$ cat src/rtl/cache_ctrl_pkg.sv
// Shared types for the cache request arbiter slice.
// Holds FSM states, access classes and the grant index width.
package cache_ctrl_pkg;

  typedef enum logic [1:0] {
    IDLE,
    ISSUE,
    CAPTURE,
    RESP
  } state_t;

  typedef enum logic [1:0] {
    L1_HIT,
    L2_HIT,
    MISS
  } acc_class_t;

  localparam int NUM_REQ_DEF = 4;
  localparam int GNT_W = $clog2(NUM_REQ_DEF);

  // An access that reports both flags counts as an L1 hit.
  function automatic acc_class_t classify(
    input logic l1,
    input logic l2
  );
    if (l1) return L1_HIT;
    if (l2) return L2_HIT;
    return MISS;
  endfunction

endpackage

$ cat src/rtl/cache_req_arbiter_rr_arbiter.sv
// Combinational round-robin pick: first set request at or above ptr.
// Ports: req, ptr in; gnt (one-hot), idx, found out.
module rr_arbiter #(
  parameter int N = 4,
  parameter int W = $clog2(N)
) (
  input  logic [N-1:0] req,
  input  logic [W-1:0] ptr,
  output logic [N-1:0] gnt,
  output logic [W-1:0] idx,
  output logic         found
);

  logic [W-1:0] j;

  always_comb begin
    gnt   = '0;
    idx   = '0;
    found = 1'b0;
    j     = '0;
    for (int i = 0; i < N; i++) begin
      j = W'((int'(ptr) + i) % N);
      if (!found && req[j]) begin
        gnt[j] = 1'b1;
        idx    = j;
        found  = 1'b1;
      end
    end
  end

endmodule

$ cat src/rtl/cache_req_arbiter.sv
// Shares one read-only two-level cache among NUM_REQ requesters.
// Ports: req/resp handshakes, cache read port, busy/grant_id, stats.
module cache_req_arbiter
  import cache_ctrl_pkg::*;
#(
  parameter int NUM_REQ    = 4,
  parameter int ADDR_WIDTH = 11,
  parameter int DATA_WIDTH = 11,
  parameter int CNT_WIDTH  = 16
) (
  input  logic                          clk,
  input  logic                          rst,
  input  logic [NUM_REQ-1:0]            req_valid,
  input  logic [NUM_REQ*ADDR_WIDTH-1:0] req_addr,
  output logic [NUM_REQ-1:0]            req_ready,
  output logic [NUM_REQ-1:0]            resp_valid,
  input  logic [NUM_REQ-1:0]            resp_ready,
  output logic [DATA_WIDTH-1:0]         resp_data,
  output logic                          resp_l1_hit,
  output logic                          resp_l2_hit,
  output logic [ADDR_WIDTH-1:0]         cache_addr,
  output logic                          cache_read,
  input  logic [DATA_WIDTH-1:0]         cache_read_data,
  input  logic                          cache_l1_hit,
  input  logic                          cache_l2_hit,
  output logic                          busy,
  output logic [$clog2(NUM_REQ)-1:0]    grant_id,
  input  logic                          stat_clear,
  output logic [CNT_WIDTH-1:0]          stat_l1_hits,
  output logic [CNT_WIDTH-1:0]          stat_l2_hits,
  output logic [CNT_WIDTH-1:0]          stat_misses
);

  localparam int IW = $clog2(NUM_REQ);
  localparam logic [CNT_WIDTH-1:0] CNT_MAX = '1;
  localparam logic [IW-1:0] LAST = IW'(NUM_REQ - 1);

  state_t               state, state_nx;
  logic [IW-1:0]        rr_ptr;
  logic [IW-1:0]        win_idx;
  logic [NUM_REQ-1:0]   win_gnt;
  logic                 win_any;
  logic [ADDR_WIDTH-1:0] win_addr;
  acc_class_t           cls;

  rr_arbiter #(
    .N(NUM_REQ),
    .W(IW)
  ) u_rr (
    .req  (req_valid),
    .ptr  (rr_ptr),
    .gnt  (win_gnt),
    .idx  (win_idx),
    .found(win_any)
  );

  always_comb begin
    win_addr = '0;
    for (int i = 0; i < NUM_REQ; i++) begin
      if (win_gnt[i]) begin
        win_addr = req_addr[i*ADDR_WIDTH +: ADDR_WIDTH];
      end
    end
  end

  always_comb begin
    state_nx = state;
    unique case (state)
      IDLE:    if (win_any) state_nx = ISSUE;
      ISSUE:   state_nx = CAPTURE;
      CAPTURE: state_nx = RESP;
      RESP:    if (resp_ready[grant_id]) state_nx = IDLE;
      default: state_nx = IDLE;
    endcase
  end

  always_comb begin
    resp_valid = '0;
    if (state == RESP) begin
      resp_valid[grant_id] = 1'b1;
    end
  end

  assign req_ready  = (state == IDLE) ? win_gnt : '0;
  assign cache_read = (state == ISSUE);
  assign busy       = (state != IDLE);
  assign cls        = classify(cache_l1_hit, cache_l2_hit);

  always_ff @(posedge clk or posedge rst) begin
    if (rst) begin
      state       <= IDLE;
      rr_ptr      <= '0;
      grant_id    <= '0;
      cache_addr  <= '0;
      resp_data   <= '0;
      resp_l1_hit <= 1'b0;
      resp_l2_hit <= 1'b0;
    end else begin
      state <= state_nx;
      if (state == IDLE && win_any) begin
        cache_addr <= win_addr;
        grant_id   <= win_idx;
        rr_ptr     <= (win_idx == LAST) ? '0 : win_idx + 1'b1;
      end
      if (state == CAPTURE) begin
        resp_data   <= cache_read_data;
        resp_l1_hit <= cache_l1_hit;
        resp_l2_hit <= cache_l2_hit;
      end
    end
  end

  // Clear has priority over a coinciding CAPTURE increment.
  always_ff @(posedge clk or posedge rst) begin
    if (rst) begin
      stat_l1_hits <= '0;
      stat_l2_hits <= '0;
      stat_misses  <= '0;
    end else if (stat_clear) begin
      stat_l1_hits <= '0;
      stat_l2_hits <= '0;
      stat_misses  <= '0;
    end else if (state == CAPTURE) begin
      unique case (cls)
        L1_HIT: if (stat_l1_hits != CNT_MAX) stat_l1_hits <= stat_l1_hits + 1'b1;
        L2_HIT: if (stat_l2_hits != CNT_MAX) stat_l2_hits <= stat_l2_hits + 1'b1;
        MISS:   if (stat_misses != CNT_MAX) stat_misses <= stat_misses + 1'b1;
        default: ;
      endcase
    end
  end

endmodule

$ cat config.mk
export PLATFORM = sky130hd
export DESIGN_NAME = cache_req_arbiter
export DESIGN_NICKNAME = d
export VERILOG_FILES = /design/src/rtl/cache_ctrl_pkg.sv /design/src/rtl/cache_req_arbiter_rr_arbiter.sv /design/src/rtl/cache_req_arbiter.sv
export SDC_FILE = /design/constraint.sdc
export NUM_CORES = 1
export LEC_CHECK = 0
export CAP_MARGIN = 20
export CORE_MARGIN = 2
export CORE_UTILIZATION = 30
export CTS_CLUSTER_DIAMETER = 30
export DETAILED_ROUTE_END_ITERATION = 16
export GPL_ROUTABILITY_DRIVEN = 0
export RECOVER_POWER = 50
export SYNTH_ARGS = -nofsm -noshare
export SYNTH_HDL_FRONTEND = slang
export SYNTH_HIERARCHICAL = 1
export SYNTH_SLANG_ARGS = --single-unit
$ cat constraint.sdc
create_clock -name clk -period 5.4 [get_ports clk]
set_input_delay 1.08 -clock clk [delete_from_list [all_inputs] [get_ports clk]]
set_output_delay 1.08 -clock clk [all_outputs]
set_load 0.02 [all_outputs]
==> results.cfg <==
[sta]
tightest_slew_ns = 1.58
max_freq_mhz = 210
setup_viol = 0
fin_skew_ns = 0.00721
post-route-period-util = 0.883
setup_slack_ns = 0.632
max_slew_margin = -0.0589
tns_ns = 0
rsz0062_at_grt = false
final_hold_viol_count = 0
drv_slew = 35
post-route-min-period_ns = 4.77

[layout]
final_net_count = 714
drive_gt1_frac = 0.0754
syn_to_final_growth_pct = 43.4
finalNonFillerCells = 825
n_antenna_cell = 0

[die]
row_count = 45
core_mm2 = 0.0151
die_h_um = 128
initial_core_util = 0.305
die-area_mm2 = 0.0164
fp.dieW_um = 128
pin_count = 152

[drt]
drt_iter0_markers = 159
via_count = 4194
drtAntennaViolNets = 0
drc_errors = 0
wire_per_inst_um = 15.3
avgViaCountPerCell = 5.08
wl_mm = 12.6
first_pass_iters = 4

[synth]
synth_warnings = 6
netlist_instances = 487
yosysMostFrequentCell = dfrtp_1
syn_area_mm2 = 0.00462
seq_area_frac_synth = 0.423
async_flop_share = 1.00
synth_cell_types = 55
synth_common_cells = dfrtp_1, nor2_1, a21oi_1, nand2_1
yosysTopAreaCellShare = 0.423
ys.flop_type = dfrtp_1
synth_top_area_cell = dfrtp_1
syn_area_per_cell_um2 = 9.48
synth_edf_count = 0
synth.area.top_cells = dfrtp_1, nor2_1, a21oi_1, ha_1, mux2_2
synth-seq-cells = 78
synth.net_count = 569

[critical_path]
cp-start-kind = input port
cpMostUsedCell = clkdlybuf4s50_1
r2r_setup_slack_ns = 1.76
crit_path_max_fanout = 13
r2r_end = cache_addr[0]$_DFFE_PP0P_
crit_path_top_delay_cell = mux4_2
worst_ep_arrival_time_ns = 3.69
cp_data_required_time_ns = 4.32
crit_start = req_valid[3]
crit_cells = 7
critPathKind = input port to primary output
r2r-start = rr_ptr[0]$_DFFE_PP0P_
worst-path-buf-inv = 2
path_cells = clkdlybuf4s50_1, mux4_2, nor4b_4, a22oi_1, o21ai_0, and2_1, clkdlybuf4s50_1
endpoint_kind = primary output
critPathMaxStageDelay_ns = 0.65
crit_family = buffers and inverters
crit_path_end = req_ready[0]
worstRegToRegCells = 11

[hold_path]
min_path_type = register to register

[cts]
clock-sinks = 78
cts_setup_buffers = 0
cts_made_buffers = 9
ctsHoldBuffers = 0
cts_buffer_depth = 2
clkTransAtPathRegs_ns = 0.06
cts_htree_levels = 3
cts_resized = 0
clk_latency_ns = 0.33
cts_root_buffer = clkbuf_16
cts_tree = yes

[power_and_ir_drop]
power_mw = 2.91
p_leak_nw = 2.57
ir_drop_mv = 0.282
p_per_area_mw_per_mm2 = 439

[global_route]
groute.usage.overall = 0.157
grt_overflow = 0
grt_max_degree = 46
grt_pass1_wl_mm = 20.6
grt_pass1_vias = 4097
antenna_found_initial = 0

[placed_design]
place_hpwl_mm = 9.40
dp_slack_ns = 0.650
dp.cells = 809
port_buffers = 151

[job]
maxCapViolCount = 1

[outcome]
violations = max-capacitance violations, max-slew violations
outcome = complete, but fails checks
-- layout make-up --
| cell class | instances | area [µm²] |
|---|---|---|
| fill | 1495 | 8530 |
| multi-input combinational | 374 | 2500 |
| sequential | 78 | 1950 |
| timing repair buffer | 157 | 1550 |
| clock buffer | 13 | 270 |
| tap | 188 | 235 |
| clock inverter | 3 | 65.1 |
| inverter | 12 | 46.3 |
-- cells by family (layout without fill, tap and decap cells) --
| logic type | Yosys count | count (layout) | share of synthesized area |
|---|---|---|---|
| AND/OR/NAND/NOR | 221 | 221 | 0.261 |
| buffers and inverters | 35 | 185 | 0.0328 |
| multiplexers | 26 | 26 | 0.0759 |
| AO/OA/AOI/OAI | 84 | 84 | 0.114 |
| XOR/XNOR | 29 | 29 | 0.0550 |
| flip-flops | 78 | 78 | 0.423 |
| adder cells (fa/ha/maj) | 14 | 14 | 0.0380 |
-- sequential cells by signal (all words and copies together) (netlist names) --
name / count
rr_ptr: 2
resp_l2_hit: 1
stat_l1_hits: 16
stat_l2_hits: 16
stat_misses: 16
grant_id: 2
cache_addr: 11
resp_data: 11
state: 2
resp_l1_hit: 1
-- cell usage in the layout, fill, tap and decap left out, types with 5 or more instances in the layout --
master	synthesis	layout
a21oi_1	37	37
a221oi_1	10	10
a22oi_1	8	8
and2_1	12	11
and3_1	8	8
and4_1	5	5
clkbuf_16	0	9
clkdlybuf4s50_1	0	125
dfrtp_1	78	78
dlygate4sd3_1	0	26
ha_1	14	14
inv_1	12	11
mux2_2	15	15
mux2i_1	5	5
nand2_1	31	31
nand3_1	22	22
nand4_1	16	16
nor2_1	56	56
nor2b_1	15	15
nor3_1	22	22
nor4_1	7	7
o21ai_0	12	10
xnor2_1	14	14
xor2_1	15	15
-- worst register-to-register path, delay by kind of cell (launching register included) --
| kind | cells | cell delay [ns] |
|---|---|---|
| simple gates | 3 | 1.25 |
| compound gates | 5 | 0.67 |
| flops | 1 | 0.65 |
| mux | 1 | 0.44 |
| fa+ha+maj | 1 | 0.39 |
| buf+inv | 1 | 0.16 |
-- how the worst min path moves through the flow --
stage	start	to	slack, ns	cells past startpoint
after global routing	cache_addr[9]$_DFFE_PP0P_	cache_addr[9]$_DFFE_PP0P_	0.52	1
final	cache_addr[9]$_DFFE_PP0P_	cache_addr[9]$_DFFE_PP0P_	0.50	1
after CTS	cache_addr[9]$_DFFE_PP0P_	cache_addr[9]$_DFFE_PP0P_	0.51	1
after detailed placement	cache_addr[9]$_DFFE_PP0P_	cache_addr[9]$_DFFE_PP0P_	0.48	1
after floorplan	rr_ptr[0]$_DFFE_PP0P_	rr_ptr[0]$_DFFE_PP0P_	0.52	2
after global placement	cache_addr[9]$_DFFE_PP0P_	cache_addr[9]$_DFFE_PP0P_	0.48	1
-- stage by stage --
| stage | utilization | hold slack [ns] | instance area [µm²] |
|---|---|---|---|
| 4_1_cts | 0.438 | 0.505 | 6640 |
| 3_5_place_dp | 0.416 | 0.480 | 6300 |
| 2_1_floorplan | - | 0.523 | 4620 |
| 5_1_grt | 0.437 | 0.517 | 6620 |
| 3_3_place_gp | 0.416 | 0.477 | 6300 |
| 6_report | 0.437 | 0.503 | 6620 |
-- routing by layer --
metal	up-vias	part of all wire	track usage
li1	2069	-	-
met1	2001	0.44	0.196
met2	114	0.50	0.269
met3	10	0.047	0.0342
met4	0	0.0094	0.0530
met5	-	0	0
-- report_power, final --
part           switching (mW)  total, mW  internal, mW
clock network           0.235      0.677         0.442
logic                   0.776       1.42         0.643
registers              0.0999      0.811         0.711
Note: power is estimated with default switching activity, not from simulation.
